==> src/rtl/alu_seq.sv <==
`default_nettype none
// ============================================================================
//  Module   : alu_seq
//  Purpose  : Clocked ALU with registered result and {C,Z,N,V} flags.
//             Single-cycle logic/arithmetic ops. Multi-cycle one-bit-per-
//             clock shifts and shift-add multiply behind start/busy/done.
//  Revision : 1.0 - initial release
// ============================================================================
module alu_seq #(
  parameter int WIDTH = 8,
  parameter int CNT_W = $clog2(WIDTH + 1)
) (
  input  logic             clk,
  input  logic             rst_n,
  input  logic             start,
  input  logic [3:0]       sel,
  input  logic [WIDTH-1:0] inp_0,
  input  logic [WIDTH-1:0] inp_1,
  output logic [WIDTH-1:0] res,
  output logic [WIDTH-1:0] res_hi,
  output logic [3:0]       flags,
  output logic             busy,
  output logic             done
);

  localparam logic [3:0] c_op_pass_b0 = 4'h1;
  localparam logic [3:0] c_op_pass_b1 = 4'h2;
  localparam logic [3:0] c_op_and     = 4'h3;
  localparam logic [3:0] c_op_or      = 4'h4;
  localparam logic [3:0] c_op_xor     = 4'h5;
  localparam logic [3:0] c_op_not_b   = 4'h6;
  localparam logic [3:0] c_op_sub     = 4'h7;
  localparam logic [3:0] c_op_adc     = 4'h8;
  localparam logic [3:0] c_op_shl     = 4'h9;
  localparam logic [3:0] c_op_shr     = 4'ha;
  localparam logic [3:0] c_op_add     = 4'hb;
  localparam logic [3:0] c_op_mul     = 4'hc;
  localparam logic [3:0] c_op_cmp     = 4'hd;

  typedef enum logic [1:0] {
    S_IDLE  = 2'd0,
    S_SHIFT = 2'd1,
    S_MUL   = 2'd2
  } state_t;

  state_t r_state;
  state_t w_state_nxt;

  logic [WIDTH-1:0]   r_res;
  logic [WIDTH-1:0]   r_res_hi;
  logic [3:0]         r_flags;
  logic               r_done;
  logic [WIDTH-1:0]   r_a;        // shift register / multiplicand
  logic [2*WIDTH-1:0] r_prod;     // {partial sum, remaining multiplier bits}
  logic [CNT_W-1:0]   r_cnt;
  logic               r_op_shl;

  logic [WIDTH:0]     w_sum;
  logic [WIDTH:0]     w_adc;
  logic [WIDTH:0]     w_diff;
  logic [WIDTH-1:0]   w_val;
  logic               w_c;
  logic               w_v;
  logic               w_wr_res;
  logic [3:0]         w_flags;
  logic [CNT_W-1:0]   w_k;
  logic               w_go_shift;
  logic               w_go_mul;
  logic [WIDTH-1:0]   w_sh_nxt;
  logic               w_sh_out;
  logic [WIDTH:0]     w_mul_add;
  logic [2*WIDTH-1:0] w_prod_nxt;

  // Single-cycle result and flags straight from the issuing operands
  always_comb begin
    w_sum    = {1'b0, inp_0} + {1'b0, inp_1};
    w_adc    = w_sum + {{WIDTH{1'b0}}, r_flags[3]};
    w_diff   = {1'b0, inp_0} - {1'b0, inp_1};
    w_val    = inp_0;
    w_c      = r_flags[3];
    w_v      = 1'b0;
    w_wr_res = 1'b1;
    case (sel)
      c_op_pass_b0, c_op_pass_b1: w_val = inp_1;
      c_op_and:   w_val = inp_0 & inp_1;
      c_op_or:    w_val = inp_0 | inp_1;
      c_op_xor:   w_val = inp_0 ^ inp_1;
      c_op_not_b: w_val = ~inp_1;
      c_op_sub, c_op_cmp: begin
        w_val    = w_diff[WIDTH-1:0];
        w_c      = w_diff[WIDTH];
        w_v      = (inp_0[WIDTH-1] != inp_1[WIDTH-1]) &&
                   (w_diff[WIDTH-1] != inp_0[WIDTH-1]);
        w_wr_res = (sel != c_op_cmp);
      end
      c_op_adc: begin
        w_val = w_adc[WIDTH-1:0];
        w_c   = w_adc[WIDTH];
        w_v   = (inp_0[WIDTH-1] == inp_1[WIDTH-1]) &&
                (w_adc[WIDTH-1] != inp_0[WIDTH-1]);
      end
      c_op_add: begin
        w_val = w_sum[WIDTH-1:0];
        w_c   = w_sum[WIDTH];
        w_v   = (inp_0[WIDTH-1] == inp_1[WIDTH-1]) &&
                (w_sum[WIDTH-1] != inp_0[WIDTH-1]);
      end
      // zero-distance shift: behaves as a pass of A with C cleared
      c_op_shl, c_op_shr: w_c = 1'b0;
      default: w_val = inp_0;
    endcase
    w_flags = {w_c, (w_val == '0), w_val[WIDTH-1], w_v};
  end

  // Shift distance saturates at WIDTH; decide which ops leave IDLE
  always_comb begin
    if (inp_1 > WIDTH'(WIDTH)) begin
      w_k = CNT_W'(WIDTH);
    end else begin
      w_k = inp_1[CNT_W-1:0];
    end
    w_go_mul   = (sel == c_op_mul);
    w_go_shift = ((sel == c_op_shl) || (sel == c_op_shr)) && (w_k != '0);
  end

  // One shift step and one shift-add multiply step from the working regs
  always_comb begin
    if (r_op_shl) begin
      w_sh_nxt = {r_a[WIDTH-2:0], 1'b0};
      w_sh_out = r_a[WIDTH-1];
    end else begin
      w_sh_nxt = {1'b0, r_a[WIDTH-1:1]};
      w_sh_out = r_a[0];
    end
    if (r_prod[0]) begin
      w_mul_add = {1'b0, r_prod[2*WIDTH-1:WIDTH]} + {1'b0, r_a};
    end else begin
      w_mul_add = {1'b0, r_prod[2*WIDTH-1:WIDTH]};
    end
    w_prod_nxt = {w_mul_add, r_prod[WIDTH-1:1]};
  end

  // FSM state register
  always_ff @(posedge clk or negedge rst_n) begin
    if (!rst_n) begin
      r_state <= S_IDLE;
    end else begin
      r_state <= w_state_nxt;
    end
  end

  // FSM next state: multi-cycle ops return to IDLE on their final step
  always_comb begin
    w_state_nxt = r_state;
    case (r_state)
      S_IDLE: begin
        if (start && w_go_mul) begin
          w_state_nxt = S_MUL;
        end else if (start && w_go_shift) begin
          w_state_nxt = S_SHIFT;
        end
      end
      S_SHIFT, S_MUL: begin
        if (r_cnt == CNT_W'(1)) begin
          w_state_nxt = S_IDLE;
        end
      end
      default: w_state_nxt = S_IDLE;
    endcase
  end

  // Datapath: operand capture, iteration, result/flag commit and done pulse
  always_ff @(posedge clk or negedge rst_n) begin
    if (!rst_n) begin
      r_res    <= '0;
      r_res_hi <= '0;
      r_flags  <= '0;
      r_done   <= 1'b0;
      r_a      <= '0;
      r_prod   <= '0;
      r_cnt    <= '0;
      r_op_shl <= 1'b0;
    end else begin
      r_done <= 1'b0;
      case (r_state)
        S_IDLE: begin
          if (start) begin
            r_a      <= inp_0;
            r_op_shl <= (sel == c_op_shl);
            if (w_go_mul) begin
              r_prod <= {{WIDTH{1'b0}}, inp_1};
              r_cnt  <= CNT_W'(WIDTH);
            end else if (w_go_shift) begin
              r_cnt <= w_k;
            end else begin
              if (w_wr_res) begin
                r_res <= w_val;
              end
              r_flags <= w_flags;
              r_done  <= 1'b1;
            end
          end
        end
        S_SHIFT: begin
          r_a   <= w_sh_nxt;
          r_cnt <= r_cnt - CNT_W'(1);
          if (r_cnt == CNT_W'(1)) begin
            // C is the bit that left the register on this final step
            r_res   <= w_sh_nxt;
            r_flags <= {w_sh_out, (w_sh_nxt == '0), w_sh_nxt[WIDTH-1], 1'b0};
            r_done  <= 1'b1;
          end
        end
        S_MUL: begin
          r_prod <= w_prod_nxt;
          r_cnt  <= r_cnt - CNT_W'(1);
          if (r_cnt == CNT_W'(1)) begin
            r_res    <= w_prod_nxt[WIDTH-1:0];
            r_res_hi <= w_prod_nxt[2*WIDTH-1:WIDTH];
            r_flags  <= {(w_prod_nxt[2*WIDTH-1:WIDTH] != '0), (w_prod_nxt == '0),
                         w_prod_nxt[WIDTH-1], 1'b0};
            r_done   <= 1'b1;
          end
        end
        default: r_done <= 1'b0;
      endcase
    end
  end

  assign res    = r_res;
  assign res_hi = r_res_hi;
  assign flags  = r_flags;
  assign done   = r_done;
  assign busy   = (r_state != S_IDLE);

endmodule
`default_nettype wire

==> config.mk <==
export PLATFORM = sky130hd
export DESIGN_NAME = alu_seq
export DESIGN_NICKNAME = d
export VERILOG_FILES = /design/src/rtl/alu_seq.sv
export SDC_FILE = /design/constraint.sdc
export NUM_CORES = 1
export LEC_CHECK = 0
export BUFFER_PORTS_ARGS = -buffer_cell sky130_fd_sc_hd__buf_4
export CAP_MARGIN = 20
export CORE_UTILIZATION = 45
export CTS_CLUSTER_SIZE = 28
export DETAILED_ROUTE_END_ITERATION = 16
export PLACE_DENSITY = 0.73
export SLEW_MARGIN = 20
export SYNTH_ARGS = -nofsm -noshare
export SYNTH_HDL_FRONTEND = slang
export SYNTH_SLANG_ARGS = --single-unit
==> constraint.sdc <==
create_clock -name clk -period 8.1 [get_ports clk]
set_clock_uncertainty 0.1 [all_clocks]
set_input_delay 0.405 -clock clk [delete_from_list [all_inputs] [get_ports clk]]
set_output_delay 0.405 -clock clk [all_outputs]
set_load 0.02 [all_outputs]
==> results_tabular.tex, run 1 <==
\begin{tabular}{lr}
\hline
Metric & Value \\
\hline
\multicolumn{2}{l}{\textbf{Setup path}} \\
Startpoint type of the worst setup path & flop \\
Endpoint of the worst-slack reg-to-reg timing path & flags[3] \\
Most frequent cell on the critical path & a21o\_1 \\
CP peak stage delay & 0.43 ns \\
Number of buffers and inverters on the critical path & 0 \\
Worst Reg-to-Reg Cells & 10 \\
Worst R2R Start & r\_a[0] \\
List of cells traversed by the critical path & ha\_1 > fa\_1 > a21o\_1 > a21o\_1 > a211oi\_1 > nor3\_1 > o31ai\_1 > and4\_1 > nand2\_1 > o211a\_1 \\
Reg-to-reg setup timing slack & 5.04 ns \\
Critical setup path kind & flop to flop \\
Worst path top cell family by delay & compound AO/OA/AOI/OAI gates \\
Arrival @ worst endpoint & 3.18 ns \\
Crit end category & flop \\
Critical path data required time & 8.21 ns \\
Highest net fanout along the worst path & 4 \\
Cell depth of the worst setup path & 10 \\
Library cell contributing the largest single delay on the critical path & dfrtp\_1 \\
\multicolumn{2}{l}{\textbf{Yosys}} \\
Nets in the synthesized netlist & 683 \\
Synthesized instance count & 617 \\
Mapped Avg Cell Area & 8.10 um\^{}2 \\
Combined area of all synthesized cells & 4990 um\^{}2 \\
Dominant cell by count in the synthesized netlist & nand2\_1 \\
Synth cell types & 79 \\
Post-synthesis sequential element count & 52 \\
Synth area leaders & dfrtp\_1 26\%, ha\_1 10\%, nand2\_1 6.2\% \\
Cell accounting for the most synthesized area & dfrtp\_1 \\
Share of the yosys chip area belonging to registers & 26.1\% \\
Main flop type after synthesis & dfrtp\_1 \\
Commonest cells post-synth & 82 x nand2\_1, 52 x dfrtp\_1, 51 x o21ai\_0 \\
Yosys warning count & 0 \\
EDFF count, synth & 0 \\
Async set or reset register ratio after synthesis & 100\% \\
Area share of the leading cell type in the synthesized netlist & 26.1\% \\
\multicolumn{2}{l}{\textbf{Detailed routing}} \\
Iteration-0 DRC count of the detailed router & 495 \\
Routed vias & 4902 \\
First-pass DRT Iterations & 5 \\
Mean routed wirelength per cell & 19.6 um \\
Antenna viol nets, final & 0 \\
DRC errors left & 0 \\
Detailed Route WL & 15.4 mm \\
Via density per instance & 6.24 \\
\multicolumn{2}{l}{\textbf{Die}} \\
Placement row count & 38 \\
Boundary Pins & 45 \\
Core outline area & 10800 um\^{}2 \\
Area of the die & 11500 um\^{}2 \\
Height of the chip & 107 um \\
Starting Density & 46.1\% \\
Die outline width & 107 um \\
\multicolumn{2}{l}{\textbf{Final layout}} \\
Post-Layout Inst Area & 5490 um\^{}2 \\
Ratio of cells with drive above 1 in the final layout & 11.6\% \\
Final net count & 710 \\
Area growth from synthesis to final layout & 9.84\% \\
Ant. Diodes & 0 \\
\multicolumn{2}{l}{\textbf{Place}} \\
GPL Wtd Cong & 0.929 \\
Post-place setup slack & 4.79 ns \\
Count of buffers from port buffering & 44 \\
Post-placement cell area & 5390 um\^{}2 \\
Estimated wirelength of the detail-placed design & 12.1 mm \\
\multicolumn{2}{l}{\textbf{Clocking}} \\
H-tree depth & 2 \\
Clock sink count & 52 \\
Clock tree root buffer cell & clkbuf\_8 \\
Maximum clock insertion buffer count & 2 \\
CTS tree & built \\
Cts hold-fix bufs & 0 \\
CTS-repair resized insts & 0 \\
Clk pin slew, worst setup/hold paths & 0.11 ns \\
Post-CTS Setup Bufs & 0 \\
Clock buffer count from CTS & 5 \\
Clock latency of the later-clocked register in the worst-skew pair & 0.31 ns \\
\multicolumn{2}{l}{\textbf{STA}} \\
Aggregate negative setup slack & 0 ns \\
Transition time at the pin with the least slew margin & 1.02 ns \\
Unrepaired setup endpoints after global routing & false \\
Worst-case setup margin in the final layout & 5.04 ns \\
Tmin final & 3.06 ns \\
Slew Viols, Final & 0 \\
Worst Hold Margin & -0.00396 ns \\
Rel. slew slack & 31.5\% \\
Achievable clock frequency & 326 MHz \\
Final Setup Violations & 0 \\
Hold Vio Cnt, Final & 3 \\
Share of the clock period used by the worst path & 37.8\% \\
\multicolumn{2}{l}{\textbf{Min path}} \\
Hold WC Path Type & input pin to async pin \\
\multicolumn{2}{l}{\textbf{GRT}} \\
Remaining global-route overflow & 0 \\
Largest net degree at the start of global routing & 53 \\
Initial antenna violation count & 0 \\
GRT Total Usage & 27.6\% \\
Via count of the first global-routing pass & 4629 \\
Wire length of the first global-routing pass & 24.8 mm \\
\multicolumn{2}{l}{\textbf{Pwr}} \\
Max rail drop VDD & 0.102 mV \\
Leakage power & 2.49 nW \\
PwrDens & 243 nW/um\^{}2 \\
Post-layout power & 1.33 mW \\
\multicolumn{2}{l}{\textbf{Status}} \\
Violations in the final reports & negative hold slack \\
Result of the run & complete, but fails checks \\
\multicolumn{2}{l}{\textbf{Run}} \\
Number of max-cap violations & 0 \\
\hline
\end{tabular}
==> kinds of logic after synthesis <==
group           Yosys count  synth area share [%]
simple gates            202                  19.5
compound gates          201                  27.5
buf+inv                  71                  6.04
flops                    52                  26.1
fa+ha+maj                43                  11.2
mux                      27                  5.59
xor+xnor                 21                  4.11
==> power breakdown <==
group	leakage [nW]	total (mW)	switching [mW]	internal, mW
clock network	0.0463	0.162	0.0983	0.0637
logic	1.77	0.728	0.441	0.287
registers	0.671	0.440	0.0936	0.347
total	2.49	1.33	0.633	0.698
==> worst max-delay path by stage <==
stage / startpoint / endpoint / slack, ns
finish: r_a[0] / flags[3] / 5.04
global route: r_state[1] / res[2] / 4.82
CTS: r_a[0] / flags[2] / 5.03
detailed placement: inp_1[0] / flags[0] / 4.79
global placement: inp_1[0] / flags[0] / 4.83
floorplan: inp_0[0] / flags[0] / 5.18
==> through the flow <==
stage / utilization, % / instances
2_1_floorplan: - / 617
3_3_place_gp: 49.7 / 777
3_5_place_dp: 49.7 / 777
4_1_cts: 50.6 / 785
5_1_grt: 50.6 / 785
6_report: 50.6 / 785
==> area by class of cell <==
type	count	area, um^2
Clock inverter	3	27.5
Timing Repair Buffer	48	360
Inverter	43	161
Clock buffer	5	68.8
Tap cell	140	175
Sequential cell	52	1300
Fill cell	1044	5350
Multi-Input combinational cell	494	3390
==> per-layer routing <==
layer	share of wire, %	wire length [um]	GRT usage [%]	vias to the layer above
met5	0	0	0	-
met4	4.0	607	10.6	0
met3	6.4	985	3.63	50
met2	45	6850	43.1	207
met1	45	6920	38.7	2337
li1	-	-	-	2308
==> sequential cells by signal (all words and copies together) (netlist names) <==
name / count
done: 1
flags: 4
r_a: 8
r_cnt: 4
r_op_shl: 1
r_prod: 16
r_state: 2
res: 8
res_hi: 8
==> worst reg2reg max path, delay by kind of cell, from the launching register on <==
kind,cells,cell delay (ns)
AO/OA/AOI/OAI,5,1.26
adder cells (fa/ha/maj),2,0.65
flip-flops,1,0.43
AND/OR/NAND/NOR,3,0.51
==> layout by cell type, fill, tap and decap left out, types with 3 or more instances in the layout <==
master / count
a211o_1: 3
a211oi_1: 6
a21o_1: 12
a21oi_1: 32
a221o_1: 6
a221oi_1: 11
a22oi_1: 5
a31oi_1: 5
a32oi_1: 5
and2_1: 5
and3_1: 6
buf_4: 48
clkbuf_8: 5
dfrtp_1: 52
fa_1: 3
ha_1: 40
inv_1: 42
mux2_2: 7
mux2i_1: 20
nand2_1: 82
nand2b_1: 7
nand3_1: 7
nand3b_1: 6
nor2_1: 45
nor2b_1: 7
nor3_1: 8
nor3b_1: 4
nor4_1: 9
o211ai_1: 5
o21a_1: 7
o21ai_0: 51
o21ai_1: 5
o21bai_1: 4
o221ai_1: 5
o22ai_1: 4
o31ai_1: 12
xnor2_1: 13
xor2_1: 6
Power figures use the tool's default switching activity.
==> inputs of run 2 (changes only) <==
==> constraint.sdc (replaced) <==
create_clock -name clk -period 3.1 [get_ports clk]
set_clock_uncertainty 0.1 [all_clocks]
set_input_delay 0.155 -clock clk [delete_from_list [all_inputs] [get_ports clk]]
set_output_delay 0.155 -clock clk [all_outputs]
set_load 0.02 [all_outputs]
==> run 2 against run 1 <==
  * The run now ends clean
  * First-iteration DRC count fell by 2.6%
  * Core utilization rose by 0.87 points
  * Total power rose to 2.6 times the previous value
  * Register-to-register slack worse by 4.9 ns
  * Hold slack gained 0.082 ns
  * Critical path depth did not move
  * Worst setup slack got worse by 4.9 ns
  * Final cell count increased by 1.4%
  * Non-clock buffer count rose by 11
  * Critical endpoint unchanged
==> results_tabular.tex, run 2 (same netlist as run 1, synthesis figures left out) <==
\begin{tabular}{lr}
\hline
Metric & Value \\
\hline
\multicolumn{2}{l}{\textbf{Final layout}} \\
Post-Layout Inst Area & 5580 um\^{}2 \\
Ratio of cells with drive above 1 in the final layout & 13.3\% \\
Most frequent cells in the layout & 82 x nand2\_1, 58 x buf\_4, 52 x dfrtp\_1 \\
Area growth from synthesis to final layout & 11.7\% \\
Filler cell count in the final layout & 1046 \\
Register area & 1300 um\^{}2 \\
Multi-input logic area & 3400 um\^{}2 \\
Ant. Diodes & 0 \\
Most common cell after layout, fill and taps aside & nand2\_1 \\
Largest register by flop count & r\_prod \\
Flip-flop count of the largest register, all copies and words added & 16 \\
Final net count & 721 \\
\multicolumn{2}{l}{\textbf{Detailed routing}} \\
Antenna viol nets, final & 0 \\
Via density per instance & 6.23 \\
Mean routed wirelength per cell & 19.1 um \\
Detailed Route WL & 15.2 mm \\
Routed vias & 4962 \\
Iteration-0 DRC count of the detailed router & 482 \\
First-pass DRT Iterations & 5 \\
DRC errors left & 0 \\
\multicolumn{2}{l}{\textbf{GRT}} \\
Remaining global-route overflow & 0 \\
Initial antenna violation count & 0 \\
Wire length of the first global-routing pass & 24.5 mm \\
Via count of the first global-routing pass & 4667 \\
GRT Total Usage & 27.2\% \\
Largest net degree at the start of global routing & 53 \\
\multicolumn{2}{l}{\textbf{Die}} \\
Die outline width & 107 um \\
Area of the die & 11500 um\^{}2 \\
Height of the chip & 107 um \\
Boundary Pins & 45 \\
Placement row count & 38 \\
Core outline area & 10800 um\^{}2 \\
Starting Density & 46.1\% \\
\multicolumn{2}{l}{\textbf{Clocking}} \\
CTS tree & built \\
H-tree depth & 2 \\
Clk pin slew, worst setup/hold paths & 0.10 ns \\
Maximum clock insertion buffer count & 2 \\
Clock buffer count from CTS & 5 \\
Clock latency of the later-clocked register in the worst-skew pair & 0.31 ns \\
Clock sink count & 52 \\
Clock tree root buffer cell & clkbuf\_8 \\
\multicolumn{2}{l}{\textbf{Setup path}} \\
Arrival @ worst endpoint & 3.07 ns \\
Reg-to-reg setup timing slack & 0.14 ns \\
Critical path data required time & 3.21 ns \\
Startpoint type of the worst setup path & flop \\
Crit end category & flop \\
Critical setup path kind & flop to flop \\
Highest net fanout along the worst path & 4 \\
\multicolumn{2}{l}{\textbf{Run}} \\
Number of max-cap violations & 0 \\
\multicolumn{2}{l}{\textbf{Pwr}} \\
Leakage power & 2.54 nW \\
PwrDens & 627 nW/um\^{}2 \\
Max rail drop VDD & 0.323 mV \\
\multicolumn{2}{l}{\textbf{STA}} \\
Aggregate negative setup slack & 0 ns \\
Achievable clock frequency & 337 MHz \\
Worst-case setup margin in the final layout & 0.135 ns \\
Final Setup Violations & 0 \\
Tmin final & 2.96 ns \\
Rel. slew slack & 38.6\% \\
Unrepaired setup endpoints after global routing & false \\
Transition time at the pin with the least slew margin & 0.919 ns \\
Slew Viols, Final & 0 \\
Hold Vio Cnt, Final & 0 \\
Share of the clock period used by the worst path & 95.6\% \\
\multicolumn{2}{l}{\textbf{Place}} \\
Post-place setup slack & 0.0521 ns \\
Estimated wirelength of the detail-placed design & 12.0 mm \\
Count of buffers from port buffering & 44 \\
GPL Wtd Cong & 0.962 \\
Post-placement cell area & 5470 um\^{}2 \\
\multicolumn{2}{l}{\textbf{Min path}} \\
Hold WC Path Type & input pin to flop \\
\multicolumn{2}{l}{\textbf{Status}} \\
Result of the run & complete, no violations \\
\hline
\end{tabular}
run 2: worst paths after layout:
| check | start | to | cells past startpoint |
|---|---|---|---|
| max | r_a[0] | flags[3] | 10 |
| min | inp_1[2] | r_cnt[2] | 3 |
| max reg2reg | r_a[0] | flags[3] | 10 |
| min reg2reg | res_hi[0] | res_hi[0] | 2 |
| max in group asynchronous | rst_n | r_prod[3] | 2 |
| min in group asynchronous | rst_n | res_hi[4] | 2 |
run 2: worst max-delay path: stages (launching register included):
cell and delay (ns):
dfrtp_1 0.43, ha_1 0.24, fa_1 0.40, a21o_1 0.20
a21o_1 0.22, a21o_1 0.19, a211oi_1 0.27, o31a_1 0.24
and4_1 0.25, nand2_1 0.09, o211a_1 0.23
run 2: power breakdown:
group          total [mW]  internal [mW]  switching [mW]
Combinational        1.94          0.787            1.15
Sequential           1.14          0.906           0.234
Clock               0.418          0.166           0.252
Total                3.50           1.86            1.64
run 2: through the flow:
stage | util, % | instances | power [mW] | hold slack (ns)
after global routing | 51.5 | 796 | 3.75 | 0.0931
after detailed placement | 50.4 | 787 | 3.06 | 0.134
after CTS | 51.4 | 796 | 3.48 | 0.0767
after floorplan | - | 617 | 2.42 | -0.241
final | 51.5 | 796 | 3.50 | 0.0781
after global placement | 50.4 | 787 | 3.01 | 0.124
run 2: area by class of cell:
cell class	count	share of cell area (%)
multi-input combinational	494	60.9
sequential	52	23.3
timing repair buffer	59	7.98
tap	140	3.14
inverter	43	2.89
clock buffer	5	1.23
clock inverter	3	0.493
run 2: per-layer routing:
layer  part of all wire, %  vias up  GRT usage [%]
met5                     0        -              0
met1                    44     2371           37.2
met2                    47      237           44.8
met3                   6.9       29           3.75
met4                   2.3        0           7.83
li1                      -     2325              -
run 2: repair_timing:
item / in CTS / in global routing
hold buffers: 1 / 0
endpoints found under the setup margin: 0 / 2
hold endpoints to repair: 52 / 0
setup buffers: 0 / 0
resized for setup: 0 / 2
==> inputs of run 3 (changes only) <==
--- a/config.mk
+++ b/config.mk
@@ -10,6 +10,7 @@
 export CORE_UTILIZATION = 45
 export CTS_CLUSTER_SIZE = 28
 export DETAILED_ROUTE_END_ITERATION = 16
+export GPL_TIMING_DRIVEN = 0
 export PLACE_DENSITY = 0.73
 export SLEW_MARGIN = 20
 export SYNTH_ARGS = -nofsm -noshare
==> run 3 against run 2 <==
  * Core utilization up 0.42 points
  * Register-to-register slack worse by 0.03 ns
  * Clock power down 1%
  * Combinational power up 4%
==> results_tabular.tex, run 3 (same netlist as run 1, synthesis figures left out) <==
\begin{tabular}{lr}
\hline
Metric & Value \\
\hline
\multicolumn{2}{l}{\textbf{Clocking}} \\
Clock sink count & 52 \\
H-tree depth & 2 \\
Clock buffer count from CTS & 5 \\
CTS tree & built \\
Maximum clock insertion buffer count & 2 \\
Clock latency of the later-clocked register in the worst-skew pair & 0.31 ns \\
Clock tree root buffer cell & clkbuf\_8 \\
Clk pin slew, worst setup/hold paths & 0.10 ns \\
\multicolumn{2}{l}{\textbf{Setup path}} \\
Crit end category & flop \\
Worst Reg-to-Reg Cells & 10 \\
Highest net fanout along the worst path & 4 \\
Critical path data required time & 3.20 ns \\
Arrival @ worst endpoint & 3.10 ns \\
Critical setup path kind & flop to flop \\
Startpoint type of the worst setup path & flop \\
\multicolumn{2}{l}{\textbf{GRT}} \\
Via count of the first global-routing pass & 4889 \\
GRT Total Usage & 28.6\% \\
Largest net degree at the start of global routing & 53 \\
Wire length of the first global-routing pass & 25.7 mm \\
Initial antenna violation count & 0 \\
Remaining global-route overflow & 0 \\
\multicolumn{2}{l}{\textbf{STA}} \\
Tmin final & 3.00 ns \\
Worst-case setup margin in the final layout & 0.101 ns \\
Worst Hold Margin & 0.0930 ns \\
Transition time at the pin with the least slew margin & 0.728 ns \\
Rel. slew slack & 51.3\% \\
Unrepaired setup endpoints after global routing & false \\
Share of the clock period used by the worst path & 96.7\% \\
Hold Vio Cnt, Final & 0 \\
Final Setup Violations & 0 \\
Achievable clock frequency & 333 MHz \\
Aggregate negative setup slack & 0 ns \\
Slew Viols, Final & 0 \\
\multicolumn{2}{l}{\textbf{Final layout}} \\
Most frequent cells in the layout & 82 x nand2\_1, 52 x dfrtp\_1, 51 x o21ai\_0 \\
Most common cell after layout, fill and taps aside & nand2\_1 \\
Filler cell count in the final layout & 1079 \\
Final net count & 735 \\
Register area & 1300 um\^{}2 \\
Ant. Diodes & 0 \\
Final Non-Filler Cells & 810 \\
Largest register by flop count & r\_prod \\
Ratio of cells with drive above 1 in the final layout & 13.3\% \\
Flip-flop count of the largest register, all copies and words added & 16 \\
Area growth from synthesis to final layout & 12.6\% \\
Multi-input logic area & 3410 um\^{}2 \\
\multicolumn{2}{l}{\textbf{Pwr}} \\
Leakage power & 2.55 nW \\
Max rail drop VDD & 0.393 mV \\
PwrDens & 632 nW/um\^{}2 \\
Post-layout power & 3.56 mW \\
\multicolumn{2}{l}{\textbf{Place}} \\
GPL Wtd Cong & 0.988 \\
Post-place setup slack & -0.211 ns \\
Number of placed instances with taps included & 800 \\
Count of buffers from port buffering & 43 \\
Estimated wirelength of the detail-placed design & 12.7 mm \\
\multicolumn{2}{l}{\textbf{Detailed routing}} \\
First-pass DRT Iterations & 6 \\
Mean routed wirelength per cell & 20.0 um \\
Detailed Route WL & 16.2 mm \\
Iteration-0 DRC count of the detailed router & 513 \\
Via density per instance & 6.24 \\
DRC errors left & 0 \\
Antenna viol nets, final & 0 \\
Routed vias & 5057 \\
\multicolumn{2}{l}{\textbf{Status}} \\
Result of the run & complete, no violations \\
\multicolumn{2}{l}{\textbf{Die}} \\
Core outline area & 10800 um\^{}2 \\
Boundary Pins & 45 \\
Placement row count & 38 \\
Starting Density & 46.1\% \\
Height of the chip & 107 um \\
Die outline width & 107 um \\
Area of the die & 11500 um\^{}2 \\
\multicolumn{2}{l}{\textbf{Min path}} \\
Hold WC Path Type & input pin to flop \\
Cell count of the worst hold path & 3 \\
\multicolumn{2}{l}{\textbf{Run}} \\
Number of max-cap violations & 0 \\
\hline
\end{tabular}
run 3: changes by cell type in the layout (fill, tap and decap cells not counted), sizes merged:
cell    before  now
clkinv       1    0
clkbuf       5   21
inv         44   43
run 3: cell type report:
class,instances,share of cell area [%]
plain buffers,28,2.49
clock buffers,7,1.53
clock inverters,1,0.133
inverters,43,2.87
multi-input cells,494,60.7
flip-flops and latches,52,23.1
well taps,140,3.11
repair buffers,45,6.05
run 3: stage by stage:
step           cell area (um^2)  utilization, %
5_1_grt                    5630            51.9
3_3_place_gp               5490            50.7
4_1_cts                    5600            51.7
3_5_place_dp               5490            50.7
2_1_floorplan              4990               -
6_report                   5630            51.9
run 3: where the power goes:
group          total, mW  internal, mW  switching [mW]
registers           1.13         0.907           0.223
clock network      0.413         0.182           0.231
logic               2.01         0.795            1.22
total               3.56          1.88            1.67
run 3: critical path, stage by stage (launching register included):
cell	delay, ns
dfrtp_1	0.42
ha_1	0.24
fa_1	0.40
a21o_1	0.18
a21o_1	0.21
a211oi_1	0.26
nor3_1	0.10
o31ai_2	0.37
and4_4	0.31
nand2_1	0.08
o211a_1	0.23
run 3: repair_timing:
item / 4_1_cts / 5_1_grt
gates resized for setup: 1 / 5
endpoints found under the hold margin: 52 / 0
setup endpoints to repair: 2 / 4
hold buffers: 1 / 0
buffers inserted: 0 / 1
pin swaps: 0 / 1
run 3: final timing paths:
check / slack (ns) / start / to
worst max-delay path: 0.10 / r_a[0] / flags[3]
worst min-delay path: 0.09 / inp_1[2] / r_cnt[2]
worst max register to register: 0.10 / r_a[0] / flags[3]
worst min register to register: 0.39 / res[7] / res[7]
max in group asynchronous: 2.14 / rst_n / res[3]
min in group asynchronous: 0.31 / rst_n / res_hi[4]
run 3: routing by layer:
| metal | vias to the layer above | track usage (%) | part of all wire (%) |
|---|---|---|---|
| met3 | 51 | 3.87 | 7.4 |
| met1 | 2407 | 36.8 | 42 |
| li1 | 2360 | - | - |
| met2 | 239 | 49.4 | 47 |
| met5 | - | 0 | 0 |
| met4 | 0 | 9.49 | 3.5 |
